[config.mk]
export PLATFORM = sky130hd
export DESIGN_NAME = fifo_word_packer
export DESIGN_NICKNAME = d
export VERILOG_FILES = /design/src/rtl/fifo_word_packer.sv
export SDC_FILE = /design/constraint.sdc
export NUM_CORES = 1
export LEC_CHECK = 0
export ABC_AREA = 1
export CAP_MARGIN = 10
export CORE_UTILIZATION = 30
export CTS_BUF_LIST = sky130_fd_sc_hd__clkbuf_4 sky130_fd_sc_hd__clkbuf_8
export CTS_CLUSTER_DIAMETER = 150
export DETAILED_ROUTE_END_ITERATION = 10
export PLACE_DENSITY = 0.58
export RECOVER_POWER = 50
export SLEW_MARGIN = 0
export SYNTH_ARGS = -nofsm -noshare
export SYNTH_HDL_FRONTEND = slang
export SYNTH_SLANG_ARGS = --single-unit
[constraint.sdc]
create_clock -name clk -period 2.8 [get_ports clk]
set_input_delay 0.28 -clock clk [delete_from_list [all_inputs] [get_ports clk]]
set_output_delay 0.28 -clock clk [all_outputs]
set_load 0.02 [all_outputs]
[src/rtl/fifo_word_packer.sv]
// Packs IN_W-bit symbols popped from the symbol FIFO into OUT_W-bit words with a frame-end marker.
// Define FIFO_PACKER_MSB_FIRST_EN to place the first symbol of each word in the MSBs (default: LSBs).
module fifo_word_packer #(
    parameter int IN_W            = 3,
    parameter int SYMS_PER_WORD   = 4,
    parameter int WORDS_PER_FRAME = 6
) (
    input  logic                          clk,
    input  logic                          rst,
    input  logic                          fifo_empty,
    input  logic [IN_W-1:0]               fifo_data,
    output logic                          fifo_r_en,
    output logic                          out_valid,
    input  logic                          out_ready,
    output logic [IN_W*SYMS_PER_WORD-1:0] out_data,
    output logic                          out_last
);
    localparam int OUT_W = IN_W * SYMS_PER_WORD;
    localparam int CW    = $clog2(SYMS_PER_WORD + 1);
    localparam int WW    = (WORDS_PER_FRAME > 1) ? $clog2(WORDS_PER_FRAME) : 1;
    localparam logic [CW-1:0] CNT_FULL  = CW'(SYMS_PER_WORD);
    localparam logic [CW-1:0] CNT_LAST  = CW'(SYMS_PER_WORD - 1);
    localparam logic [CW:0]   FILL_FULL = (CW+1)'(SYMS_PER_WORD);
    localparam logic [WW-1:0] WCNT_LAST = WW'(WORDS_PER_FRAME - 1);

    logic [CW-1:0]    cnt_r, cnt_nxt_s;
    logic             pend_r;
    logic [OUT_W-1:0] acc_r, acc_nxt_s;
    logic [WW-1:0]    wcnt_r, wcnt_nxt_s;
    logic [CW:0]      fill_s;
    logic             out_free_s;
    logic             hs_s;
    logic             load_s;
    logic [OUT_W-1:0] load_word_s;
    logic             load_last_s;

    function automatic logic [OUT_W-1:0] put_slot(input logic [OUT_W-1:0] word,
                                                  input logic [CW-1:0]    idx,
                                                  input logic [IN_W-1:0]  sym);
        logic [OUT_W-1:0] res;
        res = word;
        for (int k = 0; k < SYMS_PER_WORD; k++) begin
            if (idx == CW'(k)) begin
`ifdef FIFO_PACKER_MSB_FIRST_EN
                res[(SYMS_PER_WORD-1-k)*IN_W +: IN_W] = sym;
`else
                res[k*IN_W +: IN_W] = sym;
`endif
            end
        end
        return res;
    endfunction

    // Pop request: keep cnt+pend within one word, or overlap when the completing word can leave now.
    always_comb begin
        out_free_s = !out_valid || out_ready;
        fill_s     = {1'b0, cnt_r} + {{CW{1'b0}}, pend_r};
        fifo_r_en  = 1'b0;
        if (!rst && !fifo_empty) begin
            if (fill_s < FILL_FULL) begin
                fifo_r_en = 1'b1;
            end else if (pend_r && (cnt_r == CNT_LAST) && out_free_s) begin
                fifo_r_en = 1'b1;
            end else begin
                fifo_r_en = 1'b0;
            end
        end else begin
            fifo_r_en = 1'b0;
        end
    end

    // Accumulator fill, word completion and release of a held word.
    always_comb begin
        acc_nxt_s   = acc_r;
        cnt_nxt_s   = cnt_r;
        load_s      = 1'b0;
        load_word_s = acc_r;
        if (pend_r) begin
            acc_nxt_s = put_slot(acc_r, cnt_r, fifo_data);
            if (cnt_r == CNT_LAST) begin
                if (out_free_s) begin
                    load_s      = 1'b1;
                    load_word_s = acc_nxt_s;
                    cnt_nxt_s   = {CW{1'b0}};
                end else begin
                    cnt_nxt_s = CNT_FULL;
                end
            end else begin
                cnt_nxt_s = cnt_r + CW'(1);
            end
        end else if ((cnt_r == CNT_FULL) && out_free_s) begin
            load_s      = 1'b1;
            load_word_s = acc_r;
            cnt_nxt_s   = {CW{1'b0}};
        end else begin
            cnt_nxt_s = cnt_r;
        end
    end

    // Frame position; a word loaded during a handshake takes the position after the departing one.
    always_comb begin
        hs_s       = out_valid && out_ready;
        wcnt_nxt_s = wcnt_r;
        if (hs_s) begin
            if (wcnt_r == WCNT_LAST) begin
                wcnt_nxt_s = {WW{1'b0}};
            end else begin
                wcnt_nxt_s = wcnt_r + WW'(1);
            end
        end else begin
            wcnt_nxt_s = wcnt_r;
        end
        load_last_s = (wcnt_nxt_s == WCNT_LAST);
    end

    // Packing state registers.
    always_ff @(posedge clk or posedge rst) begin
        if (rst) begin
            cnt_r  <= {CW{1'b0}};
            pend_r <= 1'b0;
            acc_r  <= {OUT_W{1'b0}};
            wcnt_r <= {WW{1'b0}};
        end else begin
            cnt_r  <= cnt_nxt_s;
            pend_r <= fifo_r_en;
            acc_r  <= acc_nxt_s;
            wcnt_r <= wcnt_nxt_s;
        end
    end

    // Output register: loads a finished word, clears valid after a handshake, otherwise holds.
    always_ff @(posedge clk or posedge rst) begin
        if (rst) begin
            out_valid <= 1'b0;
            out_data  <= {OUT_W{1'b0}};
            out_last  <= 1'b0;
        end else if (load_s) begin
            out_valid <= 1'b1;
            out_data  <= load_word_s;
            out_last  <= load_last_s;
        end else if (hs_s) begin
            out_valid <= 1'b0;
        end else begin
            out_valid <= out_valid;
        end
    end
endmodule

# [Yosys cells after proc, flatten, opt, wreduce, memory -nomap -nowiden]
# Cells that the tools add are included.
[word_totals] register_bits=33 inputBits=7 output_inout_bits=15
[classes] n_mux=22 n_lt_le_gt_ge=1 add_sub_neg=3 reduce_logical=12 eq_ne=6
[op_table] op="$mux W12" n=3
[op_table] op="$mux W3" n=10
[op_table] op="$eq A3 B3 Y1 const B" n=3
[op_table] op="$mux W1" n=9
[op_table] op="$add A3 B1 Y3 const B" n=2
[op_table] op="$eq A3 B2 Y1 const B" n=2
[op_table] op="$logic_and A1 B1 Y1" n=5
[op_table] op="$add A3 B1 Y4" n=1
[op_table] op="$lt A4 B3 Y1 const B" n=1
[op_table] op="$reduce_bool A2 Y1" n=2
[op_table] op="$eq A3 B1 Y1 const B" n=1
[op_table] op="$logic_not A1 Y1" n=3
[op_table] op="$logic_not A3 Y1" n=1
[op_table] op="$logic_or A1 B1 Y1" n=1

# [Logic depth before layout (Yosys ltp)]
# Gate-level depths: netlist of the first run.
[depth] depth_word=6 depth_mapped=10

# [Least setup slack after synthesis of the first run]
# No wires, ideal clock.
[synth_path] path_type="flip-flop to output port" start="reg cnt_r[0]" end="out fifo_r_en" t_arrival_ps=1438 n_path_buf=1 slack_ps=1082 stages_incl_launch_ff=7 required_ps=2520 path_cell_list="dfrtp_1 ha_1 inv_2 nor2_4 nand3_2 buf_2 a21oi_1"
[synth_between] elab_chain_cells=6 word_cells_on_any_way=8 cone_classes="1 x add/sub; 1 x order compare; 1 x eq/ne; 3 x mux; 2 x reduce/logical"
[synth_lines] item="from (decl)" line="26" text="logic [CW-1:0] cnt_r, cnt_nxt_s;"
[synth_lines] item="from (signal assigned)" line="119" text="cnt_r <= {CW{1'b0}};"
[synth_lines] item="from (signal assigned)" line="124" text="cnt_r <= cnt_nxt_s;"
[synth_lines] item="parallel branches: the longest is 4 deep, another holds $add A3 B1 Y4"
[synth_lines] item="$mux W1 *" line="60" text="if (fill_s < FILL_FULL) begin"
[synth_lines] item="$mux W1 *" line="59" text="if (!rst && !fifo_empty) begin"
[synth_lines] item="to (decl)" line="12" text="output logic fifo_r_en,"
# Every way passes the cells marked *.

# [Final worst setup path of the first run]
# Same ends and word-level chain as after synthesis.

==> flow_summary.toml, run 1 <==
[sta]
fin_crit_sh_pct = 83.5
worstMarginPinSlew_ns = 0.827
skew_ns = 0.00555
hold_violations = 0
hold_slack_ns = 0.480
finalSetupViolCount = 0
finalSetupTns_ns = 0
finalWorstSetupSlack_ns = 0.463
rsz0062_at_grt = "no"
min_period_ns = 2.34
final_max_slew_viol_count = 0
fmax_ghz = 0.428
slew_headroom_pct = 44.8

[clock_network]
clkLatencyLatePin_ns = 0.29
clkSinkCount = 33
numCtsBuffers = 5
h-tree-depth = 2
cts_hold_buf = 0
cts.path.max_buffers = 2
cts_setup_buffers = 0
clockRootBuffer = "clkbuf_8"
clk_pin_slew_worst_paths_ns = 0.07
cts_tree = "yes"
cts_resized = 0

[place]
preCtsSetupSlack_ns = 0.614
hpwl_um = 2500
gp_congestion = 0.735
io_buffer_count = 21

[critical_path]
cp_slowest_stage_delay_ns = 0.63
worstPathMaxFanout = 4
end_kind = "output pin"
startpoint_type = "register"
crit_type = "reg2out"
worstPathArrival_ns = 2.06
cpMaxStageDelayCell = "clkdlybuf4s50_1"
path_cells = "ha_1 -> inv_2 -> nor2_1 -> nand3_2 -> a21oi_1 -> clkdlybuf4s50_1"
worst-endpoint-required_ns = 2.52

[synthesis]
avgSynthCellArea_sq_um = 7.59
ys_seq_area_share_pct = 48.4
synthesis.nets = 236
yosysTopAreaCellShare_pct = 48.4
yosys.cell_types.count = 19
synth_largest_area_cell = "dfrtp_1"
syn_area_sq_um = 1710
synth-warning-count = 0
synth-seq-cells = 33
syn_inst = 225
synth_area_leaders = "dfrtp_1, nand2_1, nand3_1"

[global_routing]
grt_antenna_before_repair = 0
grt_pass1_wl_um = 6400
grt_overflow = 0
grt_usage_pct = 13.4
grt_max_degree = 22
grt_pass1_vias = 1358

[die]
num_io_pins = 22
die_h_um = 77.5
start_util_pct = 31.0
core_sq_um = 5510
std_cell_rows = 27
die_w_um = 77.5
die_area_sq_um = 6000

[layout]
final_nets = 262
final_cell_mix = "nand2_1, dfrtp_1, inv_1, nand3_1, clkdlybuf4s50_1"
area_growth_pct = 20.4
drive_gt1_share_pct = 6.75
regArea_sq_um = 826
diodes = 0
n_fill_cell = 599
final_common_cell = "nand2_1"
multi_input_area_sq_um = 701

[routing]
num_vias = 1419
ant_nets = 0
vias_per_cell = 4.38
drc = 0
first_iter_violations = 64
wl_per_cell_um = 11.0
drt_wl_total_um = 3560
dr.pass1.iters = 4

[run_status]
outcome = "finished clean"

[pwr]
p_leak_uw = 0.00109
vdd_drop_max_v = 0.000448
powerDensity_nw_per_um2 = 1060

[min_path]
hold_path.class = "reg2reg"

[run]
drv_cap = 0
worst max-delay path: cells and delay by family, from the launching register on:
family          cells  cell delay (ns)
flops               1             0.41
buf+inv             2             0.67
fa+ha+maj           1             0.23
simple gates        2             0.28
compound gates      1             0.19
path summary, 6_finish.rpt:
path	from	cells past startpoint	slack [ns]	endpoint
max in group asynchronous	rst	3	1.40	out_data[7]$_DFFE_PP0P_
max	cnt_r[0]$_DFFE_PP0P_	6	0.46	fifo_r_en
max reg2reg	cnt_r[0]$_DFFE_PP0P_	9	0.92	out_data[8]$_DFFE_PP0P_
min reg2reg	out_data[10]$_DFFE_PP0P_	2	0.48	out_data[10]$_DFFE_PP0P_
min	out_data[10]$_DFFE_PP0P_	2	0.48	out_data[10]$_DFFE_PP0P_
min in group asynchronous	rst	2	0.61	pend_r$_DFF_PP0_
power by group:
group          switching, uW  internal, uW
Sequential               126           691
Clock                    167           206
Combinational            593           404
Total                    886          1300
flip-flops by register name, summed over array words and instances, names as in the netlist:
name       flops
out_data      12
cnt_r          3
wcnt_r         3
acc_r         12
out_valid      1
pend_r         1
out_last       1
metal layers:
layer  up-vias  global-route usage (%)  part of all wire [%]
met5         -                       0                     0
met4         0                    5.09                   1.8
met3         5                    3.18                   3.3
met2        24                    21.5                    44
met1       642                    17.4                    51
li1        748                       -                     -
final cells by class:
cell class	count	share of cell area, %
multi-input cells	156	34.1
flip-flops and latches	33	40.1
inverters	29	5.29
repair buffers	26	11.7
well taps	72	4.38
clock buffers	8	4.44
metrics by stage:
stage	cells	util, %	total power (uW)	cell area, sq um
after floorplan	225	-	1530	1710
after global placement	316	36.2	1830	1990
after detailed placement	316	36.2	1850	1990
after global routing	324	37.4	2380	2060
after CTS	324	37.9	2230	2080
final	324	37.4	2190	2060
synth_stat cells, drive strengths merged:
cell type  count
a21oi          2
o21ai         16
inv           29
or2            1
buf            7
nand3         28
nand2         96
o22ai          1
dfrtp         33
nor2           7
ha             4
and2           1
cell families after synthesis:
kind of cell,Yosys count,share of synthesized area [%]
buf+inv,36,9.45
simple gates,133,33.6
fa+ha+maj,4,2.93
flops,33,48.4
compound gates,19,5.64
Note: power is estimated with default switching activity, not from simulation.
==> run 2, diff against run 1 <==
- clock period: 2.8 -> 2.23 ns (I/O delays scaled with it)
==> run 2 against run 1 <==
  * Sequential share of layout area shrank 0.93 points
  * Critical path type unchanged
  * Hold slack gained 0.0013 ns
  * Combinational power grew 26%
  * Routed wire length grew 0.37%
  * Clock power grew 61%
  * Setup slack lost 0.20 ns
  * Total power grew 32%
  * Count of clock-buffer cells in the layout shrank 1
  * Final area grew 2.4%
  * Core utilization grew 0.89 points
==> flow_summary.toml, run 2 (same netlist as run 1, synthesis figures left out) <==
[run_status]
outcome = "finished clean"

[sta]
fin_crit_sh_pct = 88.1
min_period_ns = 1.96
worstMarginPinSlew_ns = 0.817
finalWorstSetupSlack_ns = 0.266
finalSetupViolCount = 0
skew_ns = 0.0118
fmax_ghz = 0.509
finalSetupTns_ns = 0
hold_slack_ns = 0.481
rsz0062_at_grt = "no"
final_max_slew_viol_count = 0
slew_headroom_pct = 45.5
hold_violations = 0

[clock_network]
h-tree-depth = 2
numCtsBuffers = 5
cts_tree = "yes"
clockRootBuffer = "clkbuf_8"
clkLatencyLatePin_ns = 0.29
clkSinkCount = 33
clk_pin_slew_worst_paths_ns = 0.07
cts.path.max_buffers = 2

[global_routing]
grt_overflow = 0
grt_antenna_before_repair = 0
grt_max_degree = 34
grt_pass1_vias = 1346
grt_usage_pct = 13.7
grt_pass1_wl_um = 6370

[layout]
final_cell_mix = "nand2_1, dfrtp_1, inv_1"
instances_no_fill = 324
area_growth_pct = 23.3
final_common_cell = "nand2_1"
post-route-util_pct = 38.2
final_nets = 262
drive_gt1_share_pct = 7.94
biggestRegsByFlops = "acc_r x12, out_data x12"
diodes = 0

[die]
die_area_sq_um = 6000
std_cell_rows = 27
die_w_um = 77.5
start_util_pct = 31.0
die_h_um = 77.5
num_io_pins = 22
core_sq_um = 5510

[run]
drv_cap = 0

[routing]
ant_nets = 0
num_vias = 1415
drt_wl_total_um = 3570
drc = 0
wl_per_cell_um = 11.0
vias_per_cell = 4.37
first_iter_violations = 110
dr.pass1.iters = 4

[critical_path]
critPathLaunch = "cnt_r[0]$_DFFE_PP0P_"
worst-endpoint-required_ns = 2.01
worstPathArrival_ns = 1.74
startpoint_type = "register"
reg2reg_from = "cnt_r[2]$_DFFE_PP0P_"
worstPathMaxFanout = 4
reg2reg_slack_ns = 0.34
crit_type = "reg2out"
end_kind = "output pin"

[place]
preCtsSetupSlack_ns = 0.156
hpwl_um = 2430
gp_congestion = 0.765
io_buffer_count = 21
dp_cells = 316

[min_path]
hp-start = "out_data[9]$_DFFE_PP0P_"
hold_path.class = "reg2reg"

[pwr]
p_leak_uw = 0.00111
vdd_drop_max_v = 0.000506
powerDensity_nw_per_um2 = 1370
[run 2: final timing paths]
| kind | endpoint | cells after the start |
|---|---|---|
| setup / recovery | fifo_r_en | 6 |
| min in group asynchronous | pend_r$_DFF_PP0_ | 3 |
| max in group asynchronous | out_data[0]$_DFFE_PP0P_ | 3 |
| hold reg to reg | out_data[9]$_DFFE_PP0P_ | 2 |
| setup reg to reg | out_data[11]$_DFFE_PP0P_ | 7 |
| hold / removal | out_data[9]$_DFFE_PP0P_ | 2 |
[run 2: where the power goes]
group	switching (uW)	leakage (uW)	internal (uW)
Sequential	162	0.000412	866
Clock	223	0.0000619	377
Combinational	752	0.000639	510
[run 2: area by class of cell]
class / instances / area, sq um
Fill cell: 596 / 3400
Timing Repair Buffer: 26 / 240
Multi-Input combinational cell: 156 / 721
Sequential cell: 33 / 826
Clock buffer: 7 / 90.1
Clock inverter: 1 / 30.0
Tap cell: 72 / 90.1
Inverter: 29 / 109
[run 2: timing repair]
item                                    in CTS  in global routing
endpoints found under the setup margin       1                  0
resized for setup                            1                  0
hold buffers                                 0                  0
setup buffers                                0                  0
[run 2: metrics by stage]
stage | instance area, sq um | power [uW]
floorplan | 1710 | 1920
global placement | 1990 | 2300
detailed placement | 1990 | 2320
CTS | 2110 | 2940
global route | 2110 | 3150
finish | 2110 | 2890
[run 2: worst max-delay path, stage by stage, from the launching register on]
cell	delay, ns
dfrtp_1	0.41
ha_1	0.27
inv_2	0.06
nor2_4	0.10
nand3_2	0.09
a21oi_1	0.17
dlygate4sd2_1	0.36
[run 2: layer usage]
| layer | vias up | routed length (um) | track usage (%) |
|---|---|---|---|
| met5 | - | 0 | 0 |
| met4 | 0 | 74 | 6.23 |
| met3 | 6 | 114 | 3.18 |
| met2 | 26 | 1550 | 20.8 |
| met1 | 638 | 1830 | 18.5 |
| li1 | 745 | - | - |
==> run 3, diff against run 2 <==
- RECOVER_POWER: 50 -> not set
==> run 3 against run 2 <==
  * Final area rose by 0.30%
  * Die area stayed put
  * Core utilization grew 0.11 points
  * Non-clock buffer count unchanged
  * Critical endpoint unchanged
  * Largest cell class unchanged
==> flow_summary.toml, run 3 (same netlist as run 1, synthesis figures left out) <==
[run_status]
outcome = "finished clean"

[sta]
worstMarginPinSlew_ns = 0.418
finalSetupTns_ns = 0
finalWorstSetupSlack_ns = 0.263
min_period_ns = 1.97
final_max_slew_viol_count = 0
finalSetupViolCount = 0
fmax_ghz = 0.508
hold_violations = 0
fin_crit_sh_pct = 88.2
skew_ns = 0.0112
slew_headroom_pct = 72.2
rsz0062_at_grt = "no"

[clock_network]
clkSinkCount = 33
numCtsBuffers = 5
clkLatencyLatePin_ns = 0.29
h-tree-depth = 2
cts_setup_buffers = 0
cts_tree = "yes"
clockRootBuffer = "clkbuf_8"
cts.path.max_buffers = 2
clk_pin_slew_worst_paths_ns = 0.07

[die]
die_w_um = 77.5
die_h_um = 77.5
die_area_sq_um = 6000
core_sq_um = 5510
start_util_pct = 31.0
std_cell_rows = 27
num_io_pins = 22

[pwr]
power.total_uw = 2900
seq_power_share_pct = 35.5
p_clk_share_pct = 20.6
p_int_uw = 1760
vdd_drop_max_v = 0.000506
switching_share_pct = 39.2
p_leak_uw = 0.00112
powerDensity_nw_per_um2 = 1370
combPwrFrac_pct = 43.9
p_sw_uw = 1140

[layout]
biggestRegsByFlops = "acc_r x12, out_data x12"
post-route-util_pct = 38.4
diodes = 0
final_common_cell = "nand2_1"
drive_gt1_share_pct = 8.33
final_nets = 262
final_cell_mix = "nand2_1, dfrtp_1, inv_1"
area_growth_pct = 23.7

[critical_path]
worst-endpoint-required_ns = 2.01
worstPathArrival_ns = 1.74
crit_type = "reg2out"
end_kind = "output pin"
worstPathMaxFanout = 4
startpoint_type = "register"

[routing]
dr.pass1.iters = 4
wl_per_cell_um = 11.1
vias_per_cell = 4.40
drt_wl_total_um = 3590
ant_nets = 0
first_iter_violations = 110
drc = 0
num_vias = 1427

[run]
drv_cap = 0

[place]
preCtsSetupSlack_ns = 0.156
hpwl_um = 2430
io_buffer_count = 21
gp_congestion = 0.765

[global_routing]
grt_pass1_wl_um = 6370
grt_overflow = 0
grt_max_degree = 34
grt_usage_pct = 13.7
grt_pass1_vias = 1346
grt_antenna_before_repair = 0

[min_path]
hold_path.class = "in2async"
-- run 3: final cells by class --
| class | instances | area (sq um) |
|---|---|---|
| Sequential cell | 33 | 826 |
| Fill cell | 594 | 3390 |
| Tap cell | 72 | 90.1 |
| Clock buffer | 7 | 90.1 |
| Timing Repair Buffer | 26 | 246 |
| Inverter | 29 | 109 |
| Clock inverter | 1 | 30.0 |
| Multi-Input combinational cell | 156 | 721 |
-- run 3: layer usage --
metal	routed length, um	global-route usage (%)	part of all wire, %	up-vias
met2	1570	20.8	44	29
li1	-	-	-	746
met5	0	0	0	-
met1	1800	18.5	50	646
met4	74	6.23	2.1	0
met3	134	3.18	3.7	6
-- run 3: final timing paths --
kind                                         startpoint                       to  slack [ns]  cells after the start
max in group asynchronous                           rst  out_data[0]$_DFFE_PP0P_        1.58                      3
worst max-delay path               cnt_r[0]$_DFFE_PP0P_                fifo_r_en        0.26                      6
min in group clk                out_data[9]$_DFFE_PP0P_  out_data[9]$_DFFE_PP0P_        0.48                      2
worst max register to register     cnt_r[0]$_DFFE_PP0P_  out_data[7]$_DFFE_PP0P_        0.47                      9
worst min-delay path                                rst         pend_r$_DFF_PP0_        0.33                      3
worst min register to register  out_data[9]$_DFFE_PP0P_  out_data[9]$_DFFE_PP0P_        0.48                      2
-- run 3: through the flow --
stage	hold WS, ns	std cells	instance area [sq um]
floorplan	0.352	225	1710
global placement	0.465	316	1990
detailed placement	0.465	316	1990
CTS	0.349	324	2110
global route	0.393	324	2110
finish	0.334	324	2110
-- run 3: power groups by stage --
stage | sequential (uW) | clock, uW | combinational, uW
after floorplan | 1150 | 0 | 772
after global placement | 1030 | 0 | 1270
after detailed placement | 1040 | 0 | 1290
after CTS | 1030 | 615 | 1290
after global routing | 1060 | 636 | 1460
final | 1030 | 598 | 1270
-- run 3: timing repair --
action	in CTS	in global routing
hold buffers	0	0
gates resized for setup	1	0
endpoints found under the hold margin	0	0
endpoints found under the setup margin	1	0
-- run 3: critical path, cell delays in order, from the launching register on --
cell           delay [ns]
dfrtp_1              0.40
ha_1                 0.27
inv_2                0.06
nor2_4               0.10
nand3_2              0.09
a21oi_1              0.17
dlygate4sd2_1        0.36
